`src/rtl/mz_rom_arbiter.sv`:
```
`default_nettype none
// +----------------------------------------------------------------------------+
// | mz_rom_arbiter : round-robin sharing of the boot/monitor ROM between the   |
// |                  Z80 fetch path (port 0) and the ROM loader (port 1).      |
// | Revision 1.0                                                               |
// +----------------------------------------------------------------------------+
module mz_rom_arbiter #(
  parameter int AW = 11,
  parameter int DW = 8
) (
  input  logic          clk,
  input  logic          reset,
  input  logic          cpu_req,
  input  logic [AW-1:0] cpu_addr,
  output logic          cpu_valid,
  output logic          cpu_wait_n,
  input  logic          ld_req,
  input  logic [AW-1:0] ld_addr,
  output logic          ld_valid,
  output logic [DW-1:0] rdata,
  output logic [1:0]    ovr,
  output logic [AW-1:0] rom_addr,
  input  logic [DW-1:0] rom_data
);

  logic          r_cpu_pend;
  logic          r_ld_pend;
  logic [AW-1:0] r_cpu_addr;
  logic [AW-1:0] r_ld_addr;
  logic          r_last_grant;
  logic          r_s1_v;
  logic          r_s1_own;
  logic          r_s2_v;
  logic          r_s2_own;

  logic          w_cpu_busy;
  logic          w_ld_busy;
  logic          w_cpu_acc;
  logic          w_ld_acc;
  logic          w_cpu_cand;
  logic          w_ld_cand;
  logic          w_issue;
  logic          w_grant_ld;
  logic [AW-1:0] w_cpu_sel;
  logic [AW-1:0] w_ld_sel;

  // A requester is busy while it waits in the pending slot or owns either stage.
  always_comb begin
    w_cpu_busy = r_cpu_pend | (r_s1_v & ~r_s1_own) | (r_s2_v & ~r_s2_own);
    w_ld_busy  = r_ld_pend  | (r_s1_v &  r_s1_own) | (r_s2_v &  r_s2_own);
    w_cpu_acc  = cpu_req & ~w_cpu_busy;
    w_ld_acc   = ld_req  & ~w_ld_busy;
    w_cpu_cand = w_cpu_acc | r_cpu_pend;
    w_ld_cand  = w_ld_acc  | r_ld_pend;
    w_issue    = w_cpu_cand | w_ld_cand;
    // On contention the port that did not win last time goes first.
    w_grant_ld = w_ld_cand & (~w_cpu_cand | ~r_last_grant);
    w_cpu_sel  = r_cpu_pend ? r_cpu_addr : cpu_addr;
    w_ld_sel   = r_ld_pend  ? r_ld_addr  : ld_addr;
  end

  assign cpu_wait_n = ~w_cpu_busy;

  always_ff @(posedge clk or posedge reset) begin
    if (reset) begin
      r_cpu_pend   <= 1'b0;
      r_ld_pend    <= 1'b0;
      r_cpu_addr   <= '0;
      r_ld_addr    <= '0;
      r_last_grant <= 1'b1;
      r_s1_v       <= 1'b0;
      r_s1_own     <= 1'b0;
      r_s2_v       <= 1'b0;
      r_s2_own     <= 1'b0;
      rom_addr     <= '0;
      rdata        <= '0;
      cpu_valid    <= 1'b0;
      ld_valid     <= 1'b0;
      ovr          <= 2'b00;
    end else begin
      if (w_cpu_acc) r_cpu_addr <= cpu_addr;
      if (w_ld_acc)  r_ld_addr  <= ld_addr;
      r_cpu_pend <= w_cpu_cand & w_grant_ld;
      r_ld_pend  <= w_ld_cand & ~w_grant_ld;

      if (cpu_req & ~w_cpu_acc) ovr[0] <= 1'b1;
      if (ld_req  & ~w_ld_acc)  ovr[1] <= 1'b1;

      if (w_issue) begin
        rom_addr     <= w_grant_ld ? w_ld_sel : w_cpu_sel;
        r_last_grant <= w_grant_ld;
      end
      r_s1_v   <= w_issue;
      r_s1_own <= w_grant_ld;
      r_s2_v   <= r_s1_v;
      r_s2_own <= r_s1_own;

      // rom_data now reflects the address that was in stage1 last cycle.
      if (r_s2_v) rdata <= rom_data;
      cpu_valid <= r_s2_v & ~r_s2_own;
      ld_valid  <= r_s2_v &  r_s2_own;
    end
  end

endmodule
`default_nettype wire

```
`config.mk`:
```
export PLATFORM = sky130hd
export DESIGN_NAME = mz_rom_arbiter
export DESIGN_NICKNAME = d
export VERILOG_FILES = /design/src/rtl/mz_rom_arbiter.sv
export SDC_FILE = /design/constraint.sdc
export NUM_CORES = 1
export LEC_CHECK = 0
export BUFFER_PORTS_ARGS = -buffer_cell sky130_fd_sc_hd__clkbuf_2
export CORE_UTILIZATION = 45
export DETAILED_ROUTE_END_ITERATION = 8
export PLACE_DENSITY = 0.72
export SYNTH_ARGS = -nofsm -noshare
export SYNTH_HDL_FRONTEND = slang
export SYNTH_SLANG_ARGS = --single-unit
```
`constraint.sdc`:
```
create_clock -name clk -period 1.4 [get_ports clk]
set_input_delay 0.21 -clock clk [delete_from_list [all_inputs] [get_ports clk]]
set_output_delay 0.21 -clock clk [all_outputs]
set_load 0.05 [all_outputs]
```
# Yosys cells after proc, flatten, opt, wreduce, memory -nomap -nowiden

Cells that the tools add are included.

Muxes and demuxes: 3
Bitwise logic cells: 28

Operators with widths:

| cell               | number |
|---|---|
| two-way mux 11 bit | 3 |
| bitwise AND 1 bit  | 11 |
| inverter 1 bit     | 9 |
| bitwise OR 1 bit   | 8 |

Bits in registers: 52
Bits of input ports: 34
Output and inout port bits: 24
Word-level logic and storage cells: 46

# Logic depth before layout (Yosys ltp)

Gate-level depths: netlist (run 1).

Depth in word-level cells: 12
Depth in mapped cells: 7
Gate-level depth less buffers: 4

# Worst setup path after synthesis (run 1)

OpenSTA, ideal clock, no wires.

Path type: reg-to-reg
Start: register r_s2_v
End: register r_cpu_addr[0]
Library setup time: 0.127 ns
Arrival: 1.680 ns
Data required time: 1.273 ns
Setup slack: -0.408 ns
Stages on the path, launching flop included: 6
Path buffers: 1
Period minus slack after synthesis: 1.808 ns
Cell sequence: dfrtp_1 -> nor2b_2 -> nor3_4 -> nand2_1 -> buf_6 -> mux2_1

Longest elaborated chain between the ends: 4

RTL lines:

| item                   | RTL line | text |
|---|---|---|
| from (decl)            | 33       | `logic r_s2_v;` |
| from (signal assigned) | 95       | `r_s2_v <= r_s1_v;` |
| bitwise AND 1 bit      | 49       | `w_cpu_busy = r_cpu_pend \| (r_s1_v & ~r_s1_own) \| (r_s2_v & ~r_s2_own);` |
| bitwise OR 1 bit       | 49       |  |
| inverter 1 bit         | n/a      |  |
| net cpu_wait_n         | 16       | `output logic cpu_wait_n,` |
| bitwise AND 1 bit      | 51       | `w_cpu_acc = cpu_req & ~w_cpu_busy;` |
| to (signal assigned)   | 81       | `if (w_cpu_acc) r_cpu_addr <= cpu_addr;` |
| to (decl)              | 28       | `logic [AW-1:0] r_cpu_addr;` |

The timed path passes the listed nets, and every way through them passes these cells.
A chain may end at the register's enable or synchronous reset.

# Worst setup path after layout (run 1)

Start: register r_s2_v
End: register rom_addr[8]

Longest elaborated chain between the ends: 9
Elaborated cells on any way between the ends: 15
Those cells by class: mux (1); bitwise (14)

RTL lines:

| item                 | RTL line | text |
|---|---|---|
| bitwise AND 1 bit    | 49       |  |
| bitwise OR 1 bit     | 49       |  |
| inverter 1 bit       | 51       |  |
| bitwise AND 1 bit    | 51       |  |
| bitwise OR 1 bit     | 53       | `w_cpu_cand = w_cpu_acc \| r_cpu_pend;` |
| inverter 1 bit       | 57       | `w_grant_ld = w_ld_cand & (~w_cpu_cand \| ~r_last_grant);` |
| bitwise OR 1 bit     | 57       |  |
| bitwise AND 1 bit    | 57       |  |
| two-way mux 11 bit   | 90       | `rom_addr <= w_grant_ld ? w_ld_sel : w_cpu_sel;` |
| to (signal assigned) | 90       |  |
| to (decl)            | 22       | `output logic [AW-1:0] rom_addr,` |

Parallel ways exist; a longest one is shown, timed or not.

==> out/qor.yml, run 1 <==
grt_pass1_wl_mm: 7.983
crit_chain: "buf_4 -> a22oi_4 -> a21o_4 -> clkbuf_16 -> mux2i_1 -> o221ai_1"
start_util_pct: 47.46
cts_root_buffer: "clkbuf_8"
peakVddDrop_v: 0.001060
layout_setup_ws_ns: -0.1217
synthMostInstantiatedCell: "dfrtp_1"
synth_top_area_cell: "dfrtp_1"
reg2reg_slack_ns: -0.12
yosys-top-cells-count: "51 x dfrtp_1, 31 x mux2_2, 22 x mux2i_1, 12 x nand3b_1, 10 x mux2_1"
insertion_delay_ns: 0.29
min_period_ns: 1.522
failed_checks: "negative setup slack"
critical_path.n_buffers_inverters: 2
nFillCells: 398
reg2reg_from: "r_s2_v"
antenna_found_initial: 0
wl_mm: 5.010
ys.flop_type: "dfrtp_1"
fmax_mhz: 657.2
start_kind: "register"
die_area_um2: 5755
area_delta_synth_final_pct: 31.45
dp_hpwl_mm: 3.590
rsz0062_at_grt: "yes"
antenna_cells: 0
place_area_um2: 2939
die-width_um: 75.86
cp_top_family: "compound AO/OA/AOI/OAI gates"
tightest_slew_ns: 0.2716
drt_iter0_markers: 79
critPathKind: "reg -> reg"
stdcell_area_um2: 3227
cellPowerDensity_nw_per_um2: 2587
holdPathEnd: "r_cpu_addr[10]"
num_io_pins: 58
drtPass1Iterations: 4
route.vias.total: 1672
cts_sinks: 52
cts_made_buffers: 5
port_buffers: 57
place_ws_ns: -0.09077
netlist-cell-type-count: 28
reg2reg_to: "rom_addr[8]"
grt_pass1_vias: 1681
finish.net_count: 287
slowest_stage: "dfrtp_1"
cap_violations: 0
drc_errors: 0
synth_seq_cells: 52
row_count: 26
finClkSkew_ns: 0.004007
slew_headroom_pct: 81.38
finalNonFillerCells: 324
fin_util_pct: 62.39
gp_congestion: 0.7300
cts_max_path_buffers: 2
leakagePower_uw: 0.001444
routedWlPerCell_um: 15.46
drive_above_1_share_pct: 54.72
syn-num-nets: 206
synth-warning-count: 0
period_share_pct: 108.7
grtUsageTotal_pct: 18.90
synth_area_leaders: "dfrtp_1 52%, mux2_2 14%, mux2i_1 9.0%"
worstPathMaxFanout: 5
htreeDepth: 2
post_drt_via_cell_ratio: 5.160
whs_path_depth: 2
slew_violations: 0
grt_overflow: 0
grt_max_degree: 22
die_y_um: 75.86
hold_viol: 0
crit_path_end_kind: "register"
outcome: "finished with violations"
setup_viol: 39
netlist_area_um2: 2455
avgSynthCellArea_um2: 14.27
total_power_uw: 8347
crit_path_max_incr_delay_ns: 0.39
synth-seq-area-share_pct: 53.06
syn_inst: 172
synth-edff-count: 0
synthArstFlopShare_pct: 100.0
cp_data_arrival_time_ns: 1.69
yosys.area.top_type_share_pct: 51.99
worstPathRequired_ns: 1.57
drtAntennaViolNets: 0
reg2reg_depth: 6
dp.cells: 306
path_clk_slew_ns: 0.09
tritoncts: "yes"
hp-start: "cpu_addr[10]"
min_path_type: "in -> reg"
coreArea_um2: 5172
per-stage QoR:
step / TNS [ns] / hold WS [ns]
floorplan: -4.327 / 0.2647
CTS: -2.978 / 0.1318
global placement: -0.8506 / 0.1713
detailed placement: -1.579 / 0.1690
global route: -5.883 / 0.1429
finish: -2.902 / 0.1366
layout make-up:
cell class              instances  area [um^2]  share of cell area [%]
clock buffers                   8        90.09                   2.792
inverters                       3        15.01                  0.4653
multi-input cells             106         1100                   34.08
flip-flops and latches         52         1304                   40.40
repair buffers                 85        630.6                   19.54
well taps                      70        87.58                   2.714
how the worst max path moves through the flow:
stage,from,endpoint,slack [ns],depth (start not counted)
after floorplan,r_s2_v,r_cpu_addr[0],-0.37,5
after global placement,r_s1_own,r_cpu_addr[3],-0.06,5
after detailed placement,r_s1_own,r_cpu_addr[8],-0.09,5
after CTS,r_s2_v,cpu_wait_n,-0.13,4
after global routing,r_s2_v,rom_addr[2],-0.20,6
final,r_s2_v,rom_addr[8],-0.12,6
logic make-up (layout without fill, tap and decap cells):
logic type	after synthesis	after routing	share of synthesized area [%]
AOI/OAI and AO/OA	20	20	8.053
buffers and inverters	14	96	4.383
DFF	52	52	53.06
muxes	63	63	27.78
and+or+nand+nor	23	23	6.729
worst register-to-register path: stages, from the launching register on:
cell and delay, ns:
dfrtp_1 0.39, buf_4 0.15, a22oi_4 0.18, a21o_4 0.20, clkbuf_16 0.16, mux2i_1 0.20, o221ai_1 0.12
power by group:
part | internal [uW] | switching, uW | leakage, uW
Clock | 404 | 454 | 0.0000455
Sequential | 2250 | 446 | 0.000609
Combinational | 2200 | 2590 | 0.000789
Total | 4850 | 3490 | 0.00144
registers in the layout (all words and copies together) (netlist names), 2 cells and up:
signal	count
rdata	8
ovr	2
r_ld_addr	11
rom_addr	11
r_cpu_addr	11
what timing repair did:
action | 4_1_cts | 5_1_grt
setup buffers | 4 | 2
setup endpoints to repair | 34 | 40
resized for setup | 8 | 11
hold buffers | 1 | 0
pin swaps | 1 | 4
endpoints found under the hold margin | 8 | 0
cloned | 1 | 2
metal layers:
layer | vias to the layer above | track usage (%) | routed length, um
met3 | 5 | 2.910 | 143
met1 | 849 | 27.05 | 2319
met2 | 30 | 29.79 | 2505
met5 | - | 0 | 0
li1 | 788 | - | -
met4 | 0 | 5.556 | 42
layout by cell type (no fill, tap or decap), types with 5 or more instances in the layout:
master and instances:
clkbuf_8 6, nand3b_1 12, mux2i_1 19, buf_6 6
clkbuf_2 56, mux2_1 10, dfrtp_1 50, buf_4 14
buf_12 5, mux2_2 30, o221ai_1 9
Note: power is estimated with default switching activity, not from simulation.
==> inputs of run 2 (changes only) <==
CORE_MARGIN = 5   (was not set)
==> run 2 against run 1 <==
Compared with the run above:
- the flow still finishes with violations (negative setup slack)
- combinational power up 12%
- clock power up 18%
- design area up 5.5%
- clock skew rose by 0.00062 ns
- non-clock buffer count up 6
- register-to-register slack is essentially flat
- count of clock-buffer cells in the layout fell by 2
- global-route usage down 3.7 points
- die area is 22% higher
- setup slack improved by 0.0083 ns
- fmax up 0.55%
- hold slack worse by 0.0054 ns
==> out/qor.yml, run 2 (synthesis gave the netlist of run 1 again) <==
gp_congestion: 0.7584
reg2reg_to: "r_cpu_addr[1]"
finish.net_count: 294
total_power_uw: 9123
min_period_ns: 1.513
drtPass1Iterations: 4
antenna_cells: 0
failed_checks: "negative setup slack"
slew_headroom_pct: 69.88
tightest_slew_ns: 0.4509
crit_chain: "nor2b_4 -> nor3_4 -> buf_4 -> buf_8 -> nand2_8 -> mux2_4"
num_io_pins: 58
dp_hpwl_mm: 3.765
start_kind: "register"
wl_mm: 5.446
leakagePower_uw: 0.001537
finClkSkew_ns: 0.004625
crit_end: "r_cpu_addr[1]"
grtUsageTotal_pct: 15.15
grt_pass1_wl_mm: 8.687
die_area_um2: 7033
cap_violations: 0
drive_above_1_share_pct: 64.37
die_y_um: 83.86
fmax_mhz: 660.8
row_count: 26
port_buffers: 57
grt_overflow: 0
period_share_pct: 108.1
setup_viol: 38
cts_max_path_buffers: 2
cp_data_arrival_time_ns: 1.71
post_drt_via_cell_ratio: 5.157
cellPowerDensity_nw_per_um2: 2681
outcome: "finished with violations"
crit_path_end_kind: "register"
drt_iter0_markers: 45
grt_pass1_vias: 1759
tns_ns: -3.015
tritoncts: "yes"
path_clk_slew_ns: 0.09
slowest_stage: "dfrtp_1"
rsz0062_at_grt: "yes"
startpoint: "r_s2_v"
final_cell_mix: "56 x clkbuf_2, 49 x dfrtp_1, 30 x mux2_2, 17 x mux2i_1, 17 x buf_4"
coreArea_um2: 5205
largestRegisters: "r_cpu_addr: 11 flops, r_ld_addr: 11 flops, rom_addr: 11 flops"
drc_errors: 0
htreeDepth: 2
min_path_type: "in -> reg"
reg2reg_slack_ns: -0.11
start_util_pct: 47.16
drtAntennaViolNets: 0
routedWlPerCell_um: 16.45
cts_made_buffers: 5
final_common_cell: "clkbuf_2"
layout_setup_ws_ns: -0.1133
area_delta_synth_final_pct: 38.63
hold_viol: 0
worstPathMaxFanout: 6
insertion_delay_ns: 0.30
cts_root_buffer: "clkbuf_8"
reg2reg_from: "r_s2_v"
cts_sinks: 52
antenna_found_initial: 0
grt_max_degree: 26
peakVddDrop_v: 0.001396
critPathKind: "reg -> reg"
crit_path_max_incr_delay_ns: 0.38
die-width_um: 83.86
reg2reg_depth: 6
route.vias.total: 1707
worstPathRequired_ns: 1.60
slew_violations: 0
run 2: cell count changes in the layout (fill, tap and decap cells not counted), moves of 2 or more:
cell / previous run / this run
buf_4: 14 / 17
o221ai_1: 9 / 1
nand2_8: 0 / 2
mux2i_1: 19 / 17
mux2_4: 1 / 11
o221ai_2: 2 / 10
mux2i_2: 2 / 5
buf_6: 6 / 11
mux2_1: 10 / 0
run 2: through the flow:
| stage | instances | utilization, % | worst slack (ns) | cell area, um^2 | hold WS, ns |
|---|---|---|---|---|---|
| 2_1_floorplan | 172 | - | -0.3659 | 2475 | 0.2647 |
| 3_3_place_gp | 306 | 56.47 | -0.06748 | 2939 | 0.2365 |
| 3_5_place_dp | 306 | 56.47 | -0.1402 | 2939 | 0.2342 |
| 4_1_cts | 324 | 61.59 | -0.1301 | 3206 | 0.1209 |
| 5_1_grt | 331 | 65.38 | -0.1577 | 3403 | 0.1293 |
| 6_report | 331 | 65.38 | -0.1133 | 3403 | 0.1311 |
run 2: what timing repair did:
item                                   4_1_cts  5_1_grt
gates resized for setup                     14       34
buffers inserted                             8        5
pin swaps                                    3        6
setup endpoints to repair                   36       38
cloned                                       1        2
endpoints found under the hold margin       16        0
hold buffers                                 1        0
run 2: layer usage:
layer  track usage [%]  share of wire, %
met5                 0                 0
met4             4.386               1.4
met3             3.455               4.1
met2             24.58                49
met1             20.29                46
run 2: cell type report:
type,count,area [um^2]
fill,394,1802
sequential,52,1305
multi-input combinational,107,1224
timing repair buffer,91,664.4
tap,70,87.58
clock buffer,6,72.57
clock inverter,2,35.03
inverter,3,15.01
run 2: how the worst min path moves through the flow:
stage	cells past startpoint	startpoint	to	slack [ns]
5_1_grt	2	rom_data[5]	rdata[5]	0.13
2_1_floorplan	1	reset	cpu_valid	0.26
3_5_place_dp	2	reset	r_cpu_pend	0.23
6_report	2	rom_data[1]	rdata[1]	0.13
4_1_cts	2	cpu_addr[2]	r_cpu_addr[2]	0.12
3_3_place_gp	2	reset	r_cpu_pend	0.24
run 2: power breakdown:
group / switching (uW) / internal, uW
sequential: 477 / 2250
clock: 480 / 531
combinational: 2790 / 2590
run 2: critical path, delay by kind of cell (launching register included):
| kind | cells | cell delay, ns |
|---|---|---|
| and+or+nand+nor | 3 | 0.44 |
| muxes | 1 | 0.31 |
| buffers and inverters | 2 | 0.27 |
| DFF | 1 | 0.38 |
